**src/rtl/frame_counter.sv**
```systemverilog
// Frame-aware sample counter: tags each accepted sample with its global index,
// frame number and in-frame position, sign-extending the data to the output width.
module frame_counter #(
    parameter  int I_BW       = 14,
    parameter  int O_BW       = 16,
    parameter  int TOTAL_DATA = 15104,
    parameter  int FRAME_LEN  = 256,
    localparam int NUM_W      = $clog2(TOTAL_DATA),
    localparam int FRM_W      = $clog2((TOTAL_DATA + FRAME_LEN - 1) / FRAME_LEN + 1),
    localparam int POS_W      = $clog2(FRAME_LEN)
) (
    input  logic             clk,
    input  logic             rst,
    input  logic             start,
    input  logic             di_en,
    input  logic [I_BW-1:0]  data_i,
    output logic             do_en,
    output logic [O_BW-1:0]  data_o,
    output logic [NUM_W-1:0] num,
    output logic [FRM_W-1:0] frame_idx,
    output logic [POS_W-1:0] pos,
    output logic             sof,
    output logic             eof,
    output logic             busy,
    output logic             done
);

    typedef enum logic [1:0] {
        ST_IDLE = 2'd0,
        ST_RUN  = 2'd1,
        ST_DONE = 2'd2
    } state_t;

    state_t           state_r;
    logic [NUM_W-1:0] cnt_r;
    logic [POS_W-1:0] pos_cnt_r;
    logic [FRM_W-1:0] frm_cnt_r;

    logic             do_en_r;
    logic [O_BW-1:0]  data_r;
    logic [NUM_W-1:0] num_r;
    logic [FRM_W-1:0] frm_r;
    logic [POS_W-1:0] pos_r;
    logic             sof_r;
    logic             eof_r;
    logic             busy_r;
    logic             done_r;

    logic             last_s;
    logic             frame_end_s;

    function automatic logic [O_BW-1:0] sext(input logic [I_BW-1:0] d);
        sext = O_BW'($signed(d));
    endfunction

    // Terminal-count decodes on the counters that describe the next sample.
    always_comb begin
        last_s      = (cnt_r == NUM_W'(TOTAL_DATA - 1));
        frame_end_s = (pos_cnt_r == POS_W'(FRAME_LEN - 1));
    end

    // Capture FSM with counters and registered output tagging.
    always_ff @(posedge clk) begin
        if (!rst) begin
            state_r   <= ST_IDLE;
            cnt_r     <= '0;
            pos_cnt_r <= '0;
            frm_cnt_r <= '0;
            do_en_r   <= 1'b0;
            data_r    <= '0;
            num_r     <= '0;
            frm_r     <= '0;
            pos_r     <= '0;
            sof_r     <= 1'b0;
            eof_r     <= 1'b0;
            busy_r    <= 1'b0;
            done_r    <= 1'b0;
        end else begin
            do_en_r <= 1'b0;
            sof_r   <= 1'b0;
            eof_r   <= 1'b0;
            case (state_r)
                ST_IDLE, ST_DONE: begin
                    // A start never accepts the sample presented in the same cycle.
                    if (start) begin
                        state_r   <= ST_RUN;
                        cnt_r     <= '0;
                        pos_cnt_r <= '0;
                        frm_cnt_r <= '0;
                        busy_r    <= 1'b1;
                        done_r    <= 1'b0;
                    end else begin
                        busy_r    <= 1'b0;
                        done_r    <= (state_r == ST_DONE);
                    end
                end
                ST_RUN: begin
                    if (di_en) begin
                        do_en_r <= 1'b1;
                        data_r  <= sext(data_i);
                        num_r   <= cnt_r;
                        frm_r   <= frm_cnt_r;
                        pos_r   <= pos_cnt_r;
                        sof_r   <= (pos_cnt_r == '0);
                        eof_r   <= frame_end_s || last_s;
                        if (frame_end_s) begin
                            pos_cnt_r <= '0;
                            frm_cnt_r <= frm_cnt_r + FRM_W'(1);
                        end else begin
                            pos_cnt_r <= pos_cnt_r + POS_W'(1);
                        end
                        if (last_s) begin
                            state_r <= ST_DONE;
                            busy_r  <= 1'b0;
                            done_r  <= 1'b1;
                        end else begin
                            cnt_r   <= cnt_r + NUM_W'(1);
                            busy_r  <= 1'b1;
                            done_r  <= 1'b0;
                        end
                    end else begin
                        busy_r <= 1'b1;
                        done_r <= 1'b0;
                    end
                end
                default: begin
                    state_r <= ST_IDLE;
                    busy_r  <= 1'b0;
                    done_r  <= 1'b0;
                end
            endcase
        end
    end

    assign do_en     = do_en_r;
    assign data_o    = data_r;
    assign num       = num_r;
    assign frame_idx = frm_r;
    assign pos       = pos_r;
    assign sof       = sof_r;
    assign eof       = eof_r;
    assign busy      = busy_r;
    assign done      = done_r;

endmodule

```
**config.mk**
```make
export PLATFORM = sky130hd
export DESIGN_NAME = frame_counter
export DESIGN_NICKNAME = d
export VERILOG_FILES = /design/src/rtl/frame_counter.sv
export SDC_FILE = /design/constraint.sdc
export NUM_CORES = 1
export LEC_CHECK = 0
export BUFFER_PORTS_ARGS = -buffer_cell sky130_fd_sc_hd__buf_2
export CORE_ASPECT_RATIO = 0.8
export CORE_UTILIZATION = 35
export DETAILED_ROUTE_END_ITERATION = 6
export GPL_TIMING_DRIVEN = 1
export SLEW_MARGIN = 20
export SYNTH_ARGS = -nofsm -noshare
export SYNTH_HDL_FRONTEND = slang
export SYNTH_SLANG_ARGS = --single-unit
export TNS_END_PERCENT = 10
```
**constraint.sdc**
```tcl
create_clock -name clk -period 1.9 [get_ports clk]
set_clock_uncertainty 0.2 [all_clocks]
set_input_delay 0.19 -clock clk [delete_from_list [all_inputs] [get_ports clk]]
set_output_delay 0.19 -clock clk [all_outputs]
set_load 0.02 [all_outputs]
```
Yosys cells after proc, flatten, opt, wreduce, memory -nomap -nowiden

Cells that the tools add are included.
Widths: inputs -> output; s select.

Multiplexer cells: 25
Equality and inequality tests: 9
Reduce and logical (&&, ||, !) cells: 12
Add/subtract/negate cells: 3

Operators with widths:

| cell                  | number |
|---|---|
| $mux 14               | 3 |
| $pmux 14 s2           | 1 |
| $mux 8                | 3 |
| $mux 6                | 3 |
| $pmux 8 s2            | 1 |
| $add 14x1->14 const B | 1 |
| $eq 14x14->1 const B  | 1 |
| $pmux 6 s2            | 1 |
| $ne 2x2->1 const B    | 5 |
| $reduce_and 3->1      | 3 |
| $add 8x1->8 const B   | 1 |
| $eq 8x8->1 const B    | 1 |
| $logic_not 8->1       | 1 |
| $reduce_and 4->1      | 2 |
| $mux 1                | 7 |
| $add 6x1->6 const B   | 1 |
| $mux 2                | 3 |
| $pmux 1 s2            | 2 |
| $pmux 2 s2            | 1 |
| $reduce_and 2->1      | 2 |
| $eq 2x1->1 const B    | 1 |
| $eq 2x2->1 const B    | 1 |
| $logic_not 2->1       | 1 |
| $reduce_bool 2->1     | 1 |
| 2 further kinds       | 2 |

Register bits: 77
Input port bits: 18

Logic depth before layout (Yosys ltp)

Depth after elaboration: 4
Depth in mapped cells: 6
Depth with buffers taken out: 5

Worst setup path before layout

No wires, ideal clock.

Path kind: register to register
From: register cnt_r[0]
To: register cnt_r[9]
Data required time: 1.573 ns
Period minus slack after synthesis: 2.000 ns
Setup time: 0.127 ns
Stages on the path, launching flop included: 7
Arrival: 1.673 ns
Path slack: -0.100 ns
Buffers on the path: 1
Cells stage by stage: dfxtp_1 -> ha_1 -> nand3_2 -> or4_1 -> buf_2 -> a211oi_1 -> a211oi_1

Longest elaborated chain between the ends: 4

Ends and longest elaborated chain:

| what                   | line | RTL |
|---|---|---|
| from (decl)            | 35   | `logic [NUM_W-1:0] cnt_r;` |
| from (signal assigned) | 117  | `cnt_r <= cnt_r + NUM_W'(1);` |
| $add 14x1->14          | 117  |  |
| $mux 14                | 112  | `if (last_s) begin` |
| $mux 14                | 98   | `if (di_en) begin` |
| $pmux 14 s2            | 82   | `case (state_r)` |

Several ways; a longest one is shown, not always the timed one. The select of a mux whose other input is x is not followed.
A chain may end at the register's enable or synchronous reset.

Worst setup path in the final report

Ends and elaborated chain as after synthesis.

==> results.md <==
- Final worst-path cycle share: 0.9920
- Crit-path leading delay family: simple AND/OR/NAND/NOR gates
- Sequential power share: 0.440
- Post-synth EDFFs: 0
- Buf/Inv on CP: 1
- CP Launch Type: flop
- Antenna Diode Count: 0
- CTS Buf Count: 9
- Peak VDD IR: 356.4 uV
- Switching portion of total power: 0.2284
- Slew @ Worst Pin: 0.4677 ns
- Largest cells by area after synthesis: dfxtp_1 (49%), nand2_1 (11%), a21oi_1 (8.9%), a31oi_1 (2.2%), clkbuf_1 (1.8%)
- Max cap viols: 0
- Net switching power: 857.4 uW
- Top_reg_cell synth: dfxtp_1
- Global route overflow: 0
- Multi-input logic area: 1521 sq um
- Sinks on Clock Net: 77
- # nets final: 506
- Detailed Route Iter0 Violations: 143
- GR Util met3: 0.05834
- Final ANT Viol Nets: 0
- Relative max-transition margin: 0.6879
- #FFs+latches synth: 77
- Mapped Area: 3158 sq um
- Status: finished, final reports clean
- Placed cells: 570
- Yosys top cell by area: dfxtp_1
- Drt total wl: 8121 um
- Post-synth top area share: 0.4881
- Sequential cell area: 1544 sq um
- Num rows: 30
- Crit-path most repeated cell: a211oi_2
- Initial core utilization: 0.3658
- IO Count: 67
- Antenna violations before repair: 0
- Yosys cell types: 48
- Routability cong.: 0.8310
- Clock-pin slew on the worst setup and hold paths: 0.06 ns
- Top Usage Layer GRT: met2
- Clk buf depth: 2
- Async SR Flop Fraction: 0
- Most common cell after layout, fill and taps aside: nand2_1
- GRT Overall Usage: 0.1883
- Placed cell area: 3777 sq um
- Setup TNS: 0 ns
- Arrival time of the worst setup path: 1.90 ns
- Vias: 3009
- Final cell count without fillers: 601
- Post-CTS Setup Repair Bufs: 0
- Port Buffers: 66
- Critical path fanouts, max: 10
- Final Slew Violations: 0
- Pint: 2897 uW
- Met1 usage: 0.2582
- Vias in the first global route: 2848
- Final Hold Vio Count: 0
- R2R Setup Slk: 0.02 ns
- Slowest stage delay, CP: 0.50 ns
- Share of layout cells above drive strength 1: 0.2577
- Critical path endpoint category: flop
- Fill cell count: 821
- Setup CP Type: reg -> reg
- Leakage power: 0.001705 uW
- Drt wl/cell: 13.51 um
- DP HPWL: 5537 um
- Clk Latency, worst-skew pair: 0.33 ns
- Die Wd: 108.2 um
- GR Util met2: 0.2837
- Drt first pass iters: 5
- TritonCTS clock tree: done
- Register area share after synthesis: 0.4881
- # DRC: 0
- Mean Syn Cell Area: 8.139 sq um
- Largest net degree at the start of global routing: 25
- Slowest CP cell: or4_4
- Via density: 5.007
- First-pass GRT wire length: 13720 um
- Post-Synthesis Net Count: 410
- Setup violators final: 0
- Final instance area: 4300 sq um
- Area delta synth->final: 36.17%
- Comb power frac: 0.071
- Clock Power Share: 0.489
- Worst path cell trace: ha_4, nand3_4, or4_4, buf_6, a211oi_2, a211oi_2
- Tot Pwr: 3754 uW
- Pre-CTS setup slack: -0.06104 ns
- Fmax: 0.5306 GHz
- Yosys warnings: 0
- Full die area: 9409 sq um
- Cells after Synth: 388
- Cell Pwr Density: 873.0 nW/um^2
- Clock Root Buffer: clkbuf_16
- Tmin final: 1.885 ns
- Core Footprint: 8633 sq um
- Die Span Y: 86.96 um
- Final WS setup: 0.01526 ns
- Most frequent cells in the layout: nand2_1 (95), dfxtp_1 (75), buf_2 (66)
- Worst Hold Class: in -> reg
- Req. time, crit path: 1.91 ns
- H-Tree Depth: 3
-- state kept, by name, indices dropped and copies added (netlist names), 2 cells and up --
register	cells
cnt_r	14
frm_cnt_r	6
pos	8
frame_idx	6
pos_cnt_r	8
state_r	2
num	14
data_o	14
-- worst min-delay path, stage by stage --
cell,delay [ns]
buf_2,0.12
a21oi_1,0.09
o21a_1,0.16
-- logic make-up after synthesis --
| logic type | count (synthesis) | synth area share |
|---|---|---|
| AND/OR/NAND/NOR | 160 | 0.2334 |
| AO/OA/AOI/OAI | 101 | 0.1870 |
| flip-flops | 77 | 0.4881 |
| buffers and inverters | 37 | 0.04992 |
| XOR/XNOR | 7 | 0.01941 |
| adder cells (fa/ha/maj) | 4 | 0.01585 |
| multiplexers | 2 | 0.006339 |
-- routing by layer --
metal / wire (um) / up-vias
met1: 4026 / 1372
met2: 3480 / 91
li1: - / 1538
met5: 0 / -
met3: 503 / 8
met4: 110 / 0
-- worst paths after layout --
path	startpoint	to	cells after the start
setup / recovery	cnt_r[0]	cnt_r[9]	6
hold / removal	di_en	state_r[0]	3
setup reg to reg	cnt_r[0]	cnt_r[9]	6
hold reg to reg	pos[6]	pos[6]	2
-- per-stage QoR --
stage          utilization  hold WS, ns
4_1_cts             0.4957      0.06173
2_1_floorplan            -       0.1260
6_report            0.4981      0.06983
5_1_grt             0.4981      0.08851
3_5_place_dp        0.4375       0.2357
3_3_place_gp        0.4375       0.2298
-- synthesized netlist by cell type (3+ instances only) --
cell	number
nand2_1	95
dfxtp_1	77
a21oi_1	56
clkbuf_1	15
nor2_1	14
a31oi_1	11
inv_1	10
nand3_1	10
and3_1	6
buf_1	6
nor3_1	6
o21ai_0	6
xor2_1	6
nand2b_1	5
nand4_1	5
ha_1	4
o211ai_1	4
o21ai_1	4
buf_2	3
nor4_1	3
o31ai_1	3
or4_1	3
-- power by group through the flow --
stage | sequential (uW) | clock (uW) | combinational (uW)
final | 1650 | 1840 | 267
after global routing | 1650 | 1950 | 294
after CTS | 1650 | 1870 | 263
after detailed placement | 1690 | 0 | 234
after global placement | 1690 | 0 | 233
after floorplan | 1710 | 0 | 126
-- cell type report --
type | instances | share of cell area
flip-flops and latches | 77 | 0.3590
inverters | 10 | 0.009601
well taps | 112 | 0.03259
clock inverters | 7 | 0.02299
multi-input cells | 274 | 0.3538
repair buffers | 112 | 0.1696
clock buffers | 9 | 0.05237
-- timing repair --
item / 4_1_cts / 5_1_grt
pin swaps: 0 / 1
hold buffers: 15 / 0
gates resized for setup: 4 / 6
hold endpoints to repair: 17 / 0
endpoints found under the setup margin: 5 / 13
Power figures use the tool's default switching activity.
